## src/rtl/lsu_load_unit.sv

```systemverilog
// Load unit: takes one RV32 load request, issues one AXI4-Lite read on the word address, extends the addressed lane.
// Latency: zero-wait slave gives resp_valid 3 cycles after acceptance; illegal/misaligned requests respond after 1 cycle.
// Backpressure: single outstanding load; req_ready only in IDLE, result held in RESP until resp_ready.
module lsu_load_unit #(
    parameter int ADDR_WIDTH     = 32,
    parameter int TIMEOUT_CYCLES = 0
) (
    input  logic                  clock,
    input  logic                  reset,
    input  logic                  req_valid,
    output logic                  req_ready,
    input  logic [ADDR_WIDTH-1:0] req_addr,
    input  logic [2:0]            req_func3,
    output logic                  resp_valid,
    input  logic                  resp_ready,
    output logic [31:0]           resp_data,
    output logic                  resp_err,
    output logic [ADDR_WIDTH-1:0] araddr,
    output logic                  arvalid,
    input  logic                  arready,
    input  logic [31:0]           rdata,
    input  logic [1:0]            rresp,
    input  logic                  rvalid,
    output logic                  rready
);

    // Counter only needs to reach TIMEOUT_CYCLES-1; expiry is detected on that value.
    localparam int CW      = (TIMEOUT_CYCLES > 1) ? $clog2(TIMEOUT_CYCLES) : 1;
    localparam int TO_LAST = (TIMEOUT_CYCLES > 0) ? TIMEOUT_CYCLES - 1 : 0;

    typedef enum logic [1:0] {
        S_IDLE,
        S_AR,
        S_R,
        S_RESP
    } state_t;

    state_t                r_state;
    logic [1:0]            r_off;
    logic [2:0]            r_func3;
    logic [ADDR_WIDTH-1:0] r_araddr;
    logic [31:0]           r_resp_data;
    logic                  r_resp_err;
    logic [CW-1:0]         r_cnt;

    logic                  w_req_legal;
    logic                  w_expired;
    logic [7:0]            w_byte;
    logic [15:0]           w_half;
    logic [31:0]           w_ext;

    // Request legality: known func3 and natural alignment for the access size.
    always_comb begin
        w_req_legal = 1'b0;
        case (req_func3)
            3'b000, 3'b100: w_req_legal = 1'b1;
            3'b001, 3'b101: w_req_legal = ~req_addr[0];
            3'b010:         w_req_legal = (req_addr[1:0] == 2'b00);
            default:        w_req_legal = 1'b0;
        endcase
    end

    // Lane select and sign/zero extension of the returned beat.
    always_comb begin
        w_byte = rdata[{r_off, 3'b000} +: 8];
        w_half = rdata[{r_off[1], 4'b0000} +: 16];
        case (r_func3)
            3'b000:  w_ext = {{24{w_byte[7]}}, w_byte};
            3'b100:  w_ext = {24'h000000, w_byte};
            3'b001:  w_ext = {{16{w_half[15]}}, w_half};
            3'b101:  w_ext = {16'h0000, w_half};
            default: w_ext = rdata;
        endcase
    end

    assign w_expired = (TIMEOUT_CYCLES > 0) && (r_cnt == CW'(TO_LAST));

    // Main control FSM; all datapath outputs are registered here.
    always_ff @(posedge clock) begin
        if (reset) begin
            r_state     <= S_IDLE;
            r_off       <= 2'b00;
            r_func3     <= 3'b000;
            r_araddr    <= '0;
            r_resp_data <= 32'h0;
            r_resp_err  <= 1'b0;
            r_cnt       <= '0;
        end else begin
            case (r_state)
                S_IDLE: begin
                    if (req_valid) begin
                        r_off   <= req_addr[1:0];
                        r_func3 <= req_func3;
                        r_cnt   <= '0;
                        if (w_req_legal) begin
                            r_araddr <= {req_addr[ADDR_WIDTH-1:2], 2'b00};
                            r_state  <= S_AR;
                        end else begin
                            r_resp_data <= 32'h0;
                            r_resp_err  <= 1'b1;
                            r_state     <= S_RESP;
                        end
                    end
                end
                S_AR: begin
                    // A handshake on the last allowed cycle still proceeds to R.
                    if (arready) begin
                        r_cnt   <= '0;
                        r_state <= S_R;
                    end else if (w_expired) begin
                        r_resp_data <= 32'h0;
                        r_resp_err  <= 1'b1;
                        r_state     <= S_RESP;
                    end else begin
                        r_cnt <= r_cnt + CW'(1);
                    end
                end
                S_R: begin
                    // Data arriving on the expiry cycle wins over the timeout.
                    if (rvalid) begin
                        if (rresp != 2'b00) begin
                            r_resp_data <= 32'h0;
                            r_resp_err  <= 1'b1;
                        end else begin
                            r_resp_data <= w_ext;
                            r_resp_err  <= 1'b0;
                        end
                        r_state <= S_RESP;
                    end else if (w_expired) begin
                        r_resp_data <= 32'h0;
                        r_resp_err  <= 1'b1;
                        r_state     <= S_RESP;
                    end else begin
                        r_cnt <= r_cnt + CW'(1);
                    end
                end
                S_RESP: begin
                    if (resp_ready) begin
                        r_state <= S_IDLE;
                    end
                end
                default: r_state <= S_IDLE;
            endcase
        end
    end

    assign req_ready  = (r_state == S_IDLE);
    assign arvalid    = (r_state == S_AR);
    assign rready     = (r_state == S_R);
    assign resp_valid = (r_state == S_RESP);
    assign araddr     = r_araddr;
    assign resp_data  = r_resp_data;
    assign resp_err   = r_resp_err;

endmodule

```

## config.mk

```make
export PLATFORM = sky130hd
export DESIGN_NAME = lsu_load_unit
export DESIGN_NICKNAME = d
export VERILOG_FILES = /design/src/rtl/lsu_load_unit.sv
export SDC_FILE = /design/constraint.sdc
export NUM_CORES = 1
export LEC_CHECK = 0
export ABC_AREA = 1
export BUFFER_PORTS_ARGS = -buffer_cell sky130_fd_sc_hd__buf_2
export CELL_PAD_IN_SITES_DETAIL_PLACEMENT = 1
export CELL_PAD_IN_SITES_GLOBAL_PLACEMENT = 1
export CORE_MARGIN = 5
export CORE_UTILIZATION = 35
export CTS_CLUSTER_DIAMETER = 150
export DETAILED_ROUTE_END_ITERATION = 16
export GPL_ROUTABILITY_DRIVEN = 1
export PLACE_DENSITY = 0.91
export RECOVER_POWER = 50
export SYNTH_ARGS = -nofsm -noshare
export SYNTH_HDL_FRONTEND = slang
export SYNTH_SLANG_ARGS = --single-unit
```

## constraint.sdc

```tcl
create_clock -name clock -period 5.37 [get_ports clock]
set_clock_uncertainty 0.15 [all_clocks]
set_input_delay 1.074 -clock clock [delete_from_list [all_inputs] [get_ports clock]]
set_output_delay 1.074 -clock clock [all_outputs]
set_load 0.005 [all_outputs]
```

==> impl_metrics.json, run 1 <==
{
  "critPathMaxFanout": 43,
  "critPathCaptureType": "register",
  "nFillCells": 1352,
  "wl_per_cell_um": 15.3,
  "initial_core_util_pct": 35.9,
  "cts.sinks": 70,
  "synth_compound_area_share_pct": 15.7,
  "critPathKind": "in -> reg",
  "ctsHoldBuffers": 0,
  "clk_latency_ns": 0.34,
  "period_share_pct": 63.3,
  "synthXorXnorAreaFrac_pct": 0,
  "cpMostUsedCell": "clkbuf_1",
  "viasPerCell": 4.93,
  "netlist_area_sq_mm": 0.00351,
  "fp.coreArea_sq_mm": 0.00977,
  "ys_top_cells_by_area": "dfxtp_1, nor2_1, nand2_1",
  "ys_warn_count": 0,
  "hold_violations": 0,
  "grt_pass1_vias": 4011,
  "dr.pass1.iters": 4,
  "area_growth_pct": 25.2,
  "slew_viol_final": 44,
  "violations": "capacitance limit, slew limit",
  "port_buffers": 141,
  "synth_seq_cells": 70,
  "synthCells": 523,
  "rows": 36,
  "cts_buffers": 9,
  "yosys.area.top_type": "dfxtp_1",
  "gr-total-overflow": 0,
  "synthAdderAreaFrac_pct": 1.43,
  "grt_max_degree": 44,
  "clk_pin_slew_ns": 0.08,
  "ys_seq_area_share_pct": 39.9,
  "synth_top_area_share_pct": 39.9,
  "diodes": 0,
  "cp_top_family": "buffers and inverters",
  "path_buf_inv": 3,
  "critPathLaunchType": "input pin",
  "drc": 0,
  "powerDensity_mw_per_mm2": 431,
  "htreeDepth": 3,
  "ys_types": 28,
  "syn_avg_cell_area_sq_um": 6.72,
  "die-area_sq_mm": 0.0121,
  "crit_chain": "clkbuf_1, inv_1, clkbuf_1, o21ai_0, a21oi_1",
  "cts_tree": "yes",
  "crit_required_ns": 5.49,
  "setup_viol": 0,
  "cts_post_setup_buffers_inserted": 0,
  "synth_top_family_by_area": "simple AND/OR/NAND/NOR gates",
  "grt_setup_unrepaired": "no",
  "worst_pin_slew_ns": 1.63,
  "drive_above_1_share_pct": 19.8,
  "ir_worst_vdd_v": 0.000168,
  "max_stage_delay_ns": 1.19,
  "cts_root_buffer": "clkbuf_8",
  "arrival_ns": 3.51,
  "cts_resized": 0,
  "fin_nets": 726,
  "fmax_ghz": 0.294,
  "timing.setup.tns_ns": 0,
  "antenna_found_initial": 0,
  "dp_hpwl_mm": 9.31,
  "slew_headroom_pct": -8.65,
  "gp_routability_congestion": 0.867,
  "min_path_type": "reg -> reg",
  "muxShareOfSynthArea_pct": 0,
  "grt_util_all_layers_pct": 20.1,
  "placed_area_sq_mm": 0.00424,
  "grt_pass1_wl_mm": 19.2,
  "ios": 144,
  "cts.path.max_buffers": 2,
  "drt-total-wl_mm": 12.0,
  "dieWidth_um": 110,
  "status": "complete, but fails checks",
  "ant_nets": 0,
  "fp.dieH_um": 110,
  "final_area_sq_mm": 0.00440,
  "drtIter0Drc": 129,
  "cp_slowest_cell": "clkbuf_1",
  "p_leak_nw": 2.00,
  "vias": 3867,
  "finalCriticalPeriod_ns": 3.40,
  "cap_viol_max_count": 1,
  "synth-simple-area-share_pct": 34.6
}
==> registers in the layout (all words and copies together) (netlist names) <==
signal     flops
araddr        30
r_func3        3
r_off          2
r_state        2
resp_data     32
resp_err       1
==> cell type report <==
type	count	area [sq um]	area share, %
Clock buffer	10	138	3.13
Clock inverter	5	82.6	1.88
Inverter	34	128	2.90
Multi-Input combinational cell	390	1830	41.5
Sequential cell	70	1400	31.9
Tap cell	133	166	3.78
Timing Repair Buffer	142	654	14.9
==> cells by family (layout without fill, tap and decap cells) <==
kind of cell               after synthesis  count (layout)
and+or+nand+nor                        278             278
AOI/OAI and AO/OA                      106             106
DFF                                     70              70
buffers and inverters                   64             191
adders and majority gates                4               4
other                                    1               2
==> per-stage QoR <==
stage	worst slack (ns)	hold slack (ns)	std cells	total power [mW]	utilization, %
finish	1.97	0.315	784	1.89	45.0
global route	1.62	0.342	784	2.03	45.0
CTS	2.42	0.319	784	1.92	45.6
detailed placement	2.05	0.307	769	1.43	43.3
global placement	2.18	0.301	769	1.40	43.3
floorplan	3.09	0.310	524	1.21	-
==> tightest hold or removal path, cell delays in order, from the launching register on <==
cell	delay (ns)
dfxtp_1	0.31
nand2_1	0.06
a21oi_1	0.06
==> layout by cell type, fill, tap and decap left out, types with 8 or more instances in the layout <==
master	synthesis	routed
nand3_1	18	18
nand2_1	76	76
a21oi_1	45	45
nor2_1	153	153
or2_0	8	8
nand4_1	8	8
clkbuf_8	0	10
clkbuf_1	9	45
o21ai_1	36	36
dfxtp_1	70	70
inv_1	28	28
o21ai_0	13	13
buf_2	14	97
==> synthesized netlist by cell type <==
master and count:
a21oi_1 45, a31oi_1 3, buf_2 14, buf_4 6
buf_6 1, clkbuf_1 9, conb_1 1, dfxtp_1 70
ha_1 4, inv_1 28, inv_2 6, nand2_1 76
nand2_2 2, nand2_4 1, nand3_1 18, nand3_4 2
nand3b_1 5, nand4_1 8, nor2_1 153, nor2_4 3
nor2_8 1, nor3_4 1, o21a_1 4, o21ai_0 13
o21ai_1 36, o21ai_2 1, o22ai_1 4, or2_0 8
==> power by group <==
group	switching, mW	total, mW	internal [mW]	leakage (nW)
logic	0.511	0.745	0.234	1.31
registers	0.0703	0.667	0.596	0.570
clock network	0.208	0.482	0.274	0.113
==> worst paths after layout <==
check / from / to / slack, ns / cells past startpoint
min: resp_data[27]$_SDFFE_PP0P_ / resp_data[27]$_SDFFE_PP0P_ / 0.32 / 2
min reg2reg: resp_data[27]$_SDFFE_PP0P_ / resp_data[27]$_SDFFE_PP0P_ / 0.32 / 2
max reg2reg: r_state[1]$_SDFFE_PP0P_ / araddr[3]$_SDFFE_PP0P_ / 2.64 / 9
max: reset / r_func3[0]$_SDFFE_PP0P_ / 1.97 / 5
==> layer usage <==
layer	global-route usage (%)	routed length, um
met1	23.8	4950
met3	7.05	1080
met4	3.87	90
met2	35.4	5870
met5	0	0
No activity file was read; power rests on OpenSTA's default activity.
==> run 2, diff against run 1 <==
- CORE_UTILIZATION: 35 -> 33
- PLACE_DENSITY: 0.91 -> 0.87
- clock period: 5.37 -> 3.41 ns (I/O delays scaled with it)
==> run 2 against run 1 <==
  * Sequential power up 56%
  * Clock power up 41%
  * The run now ends clean
  * Worst setup slack lost 1.0 ns
  * Design area is 0.46% lower
  * Worst hold slack gained 0.0034 ns
  * Non-clock buffer count increased by 1
  * Wire length shrank 0.66%
  * Register-to-register slack got worse by 1.7 ns
  * Power up 53%
  * Die area rose by 5.5%
  * Clock-buffer cell count fell by 1
  * Combinational power grew 60%
==> impl_metrics.json, run 2 (synthesis results as in run 1) <==
{
  "drc": 0,
  "die-area_sq_mm": 0.0128,
  "dieWidth_um": 113,
  "stdcell_count": 789,
  "cts_resized": 0,
  "cts_post_setup_buffers_inserted": 0,
  "layout_common_cells": "nor2_1, buf_2, nand2_1, dfxtp_1, clkbuf_1",
  "powerDensity_mw_per_mm2": 663,
  "min_path_type": "reg -> reg",
  "worst_pin_slew_ns": 1.14,
  "rows": 37,
  "ir_worst_vdd_v": 0.000287,
  "ctsHoldBuffers": 0,
  "drtIter0Drc": 162,
  "wl_met2_mm": 5.61,
  "seq_area_sq_mm": 0.00140,
  "finalCriticalPeriod_ns": 2.46,
  "cap_viol_max_count": 0,
  "area_growth_pct": 24.6,
  "slew_headroom_pct": 23.8,
  "initial_core_util_pct": 33.9,
  "antenna_found_initial": 0,
  "viasPerCell": 4.89,
  "status": "finished clean",
  "cts.path.max_buffers": 2,
  "p_leak_nw": 1.97,
  "grt_util_all_layers_pct": 18.8,
  "fmax_ghz": 0.407,
  "drive_above_1_share_pct": 19.6,
  "hold_violations": 0,
  "dr.pass1.iters": 4,
  "drt-total-wl_mm": 11.9,
  "htreeDepth": 3,
  "cts_root_buffer": "clkbuf_8",
  "cts_buffers": 9,
  "gp_routability_congestion": 0.852,
  "critPathKind": "reg -> reg",
  "hp-start": "resp_data[24]$_SDFFE_PP0P_",
  "fp.dieH_um": 113,
  "clk_latency_ns": 0.34,
  "fin_nets": 727,
  "dp_hpwl_mm": 9.09,
  "timing.rr.start": "r_state[0]$_SDFFE_PP0P_",
  "critPathCaptureType": "register",
  "setup_viol": 0,
  "arrival_ns": 2.58,
  "grt_setup_unrepaired": "no",
  "timing.setup.tns_ns": 0,
  "vias": 3858,
  "startpoint": "r_state[0]$_SDFFE_PP0P_",
  "nFillCells": 1428,
  "ios": 144,
  "gr-total-overflow": 0,
  "period_share_pct": 72.1,
  "multi_input_area_sq_mm": 0.00182,
  "total_power_mw": 2.90,
  "slew_viol_final": 0,
  "fin_ws_ns": 0.950,
  "dp.cells": 773,
  "met1_length_mm": 5.15,
  "critPathMaxFanout": 18,
  "diodes": 0,
  "cts.sinks": 70,
  "highest_layer": "met4",
  "port_buffers": 141,
  "critPathLaunchType": "register",
  "wl_per_cell_um": 15.1,
  "place_ws_ns": 0.806,
  "largest_reg_flops": 32,
  "wl_met3_mm": 1.02,
  "cts_tree": "yes",
  "crit_required_ns": 3.53,
  "clk_pin_slew_ns": 0.08,
  "ant_nets": 0,
  "grt_pass1_vias": 4048,
  "grt_max_degree": 44,
  "final_common_cell": "nor2_1",
  "fp.coreArea_sq_mm": 0.0104,
  "grt_pass1_wl_mm": 19.9
}
run 2: worst paths after layout:
path,end,cells past startpoint,slack (ns)
worst max-delay path,resp_data[21]$_SDFFE_PP0P_,8,0.95
worst min-delay path,resp_data[24]$_SDFFE_PP0P_,2,0.32
worst max register to register,resp_data[21]$_SDFFE_PP0P_,8,0.95
worst min register to register,resp_data[24]$_SDFFE_PP0P_,2,0.32
run 2: cell type report:
type	instances	area share [%]
Multi-Input combinational cell	390	41.6
Sequential cell	70	32.0
Timing Repair Buffer	143	15.1
Clock inverter	7	1.66
Inverter	34	2.92
Clock buffer	9	2.83
Tap cell	136	3.89
run 2: routing by layer:
metal	up-vias	track usage, %
met1	1797	23.4
met3	10	6.84
met4	0	3.69
met2	133	31.3
li1	1918	-
met5	-	0
run 2: power by group:
part	internal, mW	total [mW]	leakage, nW	switching (mW)
Sequential	0.939	1.04	0.570	0.0965
Clock	0.339	0.679	0.0956	0.340
Combinational	0.366	1.19	1.31	0.820
run 2: stage by stage:
| step | hold WS (ns) | cell area (sq um) | util, % |
|---|---|---|---|
| 2_1_floorplan | 0.310 | 3520 | - |
| 3_3_place_gp | 0.306 | 4250 | 41.0 |
| 3_5_place_dp | 0.309 | 4250 | 41.0 |
| 4_1_cts | 0.321 | 4440 | 42.8 |
| 5_1_grt | 0.340 | 4380 | 42.2 |
| 6_report | 0.319 | 4380 | 42.2 |
run 2: worst max-delay path, stage by stage (launching register included):
cell and delay (ns):
dfxtp_1 0.35, inv_1 0.09, ha_1 0.19, inv_1 0.09, nor3_2 0.78, nand3_4 0.34, nor2_1 0.19, nand2_1 0.07
a21oi_1 0.12
==> run 3, diff against run 2 <==
- CORE_UTILIZATION: 33 -> 29
- PLACE_DENSITY: 0.87 -> 0.81
- clock period: 3.41 -> 2.16 ns (I/O delays scaled with it)
==> run 3 against run 2 <==
  * Non-clock buffer count rose by 12
  * Utilization fell by 3.9 points
  * Power rose by 76%
  * Wire length rose by 9.1%
  * Largest cell class unchanged
==> impl_metrics.json, run 3 (synthesis results as in run 1) <==
{
  "ios": 144,
  "powerDensity_mw_per_mm2": 1110,
  "path_buf_inv": 4,
  "met2_usage_pct": 29.1,
  "p_leak_nw": 2.05,
  "grt_pass1_wl_mm": 20.4,
  "power_switching_mw": 2.11,
  "dieWidth_um": 120,
  "clk_latency_ns": 0.34,
  "cts_buffers": 9,
  "drtIter0Drc": 111,
  "ir_worst_vdd_v": 0.000470,
  "seq_power_share_pct": 31.6,
  "fp.coreArea_sq_mm": 0.0120,
  "cp_slowest_cell": "dfxtp_2",
  "timing.setup.tns_ns": 0,
  "port_buffers": 141,
  "crit_required_ns": 2.29,
  "wl_per_cell_um": 16.0,
  "die-area_sq_mm": 0.0144,
  "rows": 40,
  "critPathLaunchType": "register",
  "critPathMaxFanout": 8,
  "largest_reg_flops": 32,
  "gr-total-overflow": 0,
  "antenna_found_initial": 0,
  "drive_above_1_share_pct": 20.5,
  "grt_util_all_layers_pct": 17.7,
  "max_stage_delay_ns": 0.36,
  "critPathKind": "reg -> reg",
  "area_growth_pct": 30.4,
  "hold_violations": 0,
  "cpMostUsedCell": "nor2_1",
  "p_sw_share_pct": 41.3,
  "min_path_type": "in -> reg",
  "cts_tree": "yes",
  "layout_common_cells": "nor2_1, buf_2, nand2_1, dfxtp_1, clkbuf_1",
  "place_ws_ns": 0.0635,
  "ant_nets": 0,
  "status": "finished clean",
  "ctsHoldBuffers": 0,
  "diodes": 0,
  "p_int_mw": 2.99,
  "clock_power_share_pct": 26.3,
  "dp_hpwl_mm": 9.78,
  "fin_nets": 740,
  "cts.path.max_buffers": 2,
  "dr.pass1.iters": 4,
  "final_area_sq_mm": 0.00458,
  "met1_usage_pct": 20.6,
  "drt-total-wl_mm": 13.0,
  "cap_viol_max_count": 0,
  "total_power_mw": 5.11,
  "grt_pass1_vias": 4209,
  "cts.sinks": 70,
  "setup_viol": 0,
  "fin_ws_ns": 0.175,
  "initial_core_util_pct": 29.4,
  "met3_usage_pct": 5.80,
  "critPathCaptureType": "register",
  "fp.dieH_um": 120,
  "arrival_ns": 2.11,
  "power_frac_comb_pct": 42.1,
  "drc": 0,
  "viasPerCell": 4.91,
  "cts_root_buffer": "clkbuf_16",
  "grt_setup_unrepaired": "no",
  "vias": 3978,
  "period_share_pct": 91.9,
  "fmax_ghz": 0.504,
  "cp_top_family": "simple AND/OR/NAND/NOR gates",
  "grt_most_used_layer": "met2",
  "finalCriticalPeriod_ns": 1.98,
  "gp_routability_congestion": 0.896,
  "crit_chain": "inv_1, ha_1, inv_1, o21ai_2, nor2_8, buf_4, buf_4, nand4_1, nor2_1, nor2_1, nor2_1",
  "clk_pin_slew_ns": 0.06,
  "hold_ws_ns": 0.143,
  "slew_viol_final": 0,
  "final_common_cell": "nor2_1",
  "htreeDepth": 3,
  "grt_max_degree": 31,
  "placed_area_sq_mm": 0.00433
}
run 3: layer usage:
| metal | vias up | wire length (um) |
|---|---|---|
| li1 | 1954 | - |
| met1 | 1853 | 5470 |
| met2 | 143 | 6060 |
| met3 | 28 | 1110 |
| met4 | 0 | 345 |
| met5 | - | 0 |
run 3: per-stage QoR:
step                      cells  util (%)
after floorplan             524         -
after global placement      793      36.2
after detailed placement    793      36.2
after CTS                   807      38.3
after global routing        811      38.3
final                       811      38.3
run 3: power groups by stage:
stage / combinational (mW) / sequential, mW / clock [mW]
3_3_place_gp: 1.97 / 1.62 / 0
3_5_place_dp: 2.05 / 1.63 / 0
6_report: 2.15 / 1.61 / 1.34
5_1_grt: 2.39 / 1.64 / 1.44
4_1_cts: 2.06 / 1.61 / 1.39
2_1_floorplan: 1.37 / 1.63 / 0
run 3: area by class of cell:
cell class	count	area, sq um
inverter	34	130
tap	147	184
clock buffer	12	246
sequential	70	1400
multi-input combinational	391	1850
clock inverter	2	10.0
fill	1573	7380
timing repair buffer	155	753
run 3: path summary, 6_finish.rpt:
kind              slack [ns]  depth (start not counted)                  startpoint                         end
setup / recovery        0.18                         11     r_state[0]$_SDFFE_PP0P_   resp_data[9]$_SDFFE_PP0P_
hold / removal          0.14                          2                       reset  resp_data[19]$_SDFFE_PP0P_
setup reg to reg        0.18                         11     r_state[0]$_SDFFE_PP0P_   resp_data[9]$_SDFFE_PP0P_
hold reg to reg         0.32                          2  resp_data[26]$_SDFFE_PP0P_  resp_data[26]$_SDFFE_PP0P_
run 3: repair_timing:
item	4_1_cts	5_1_grt
resized for setup	0	9
setup endpoints to repair	0	57
setup buffers	0	3
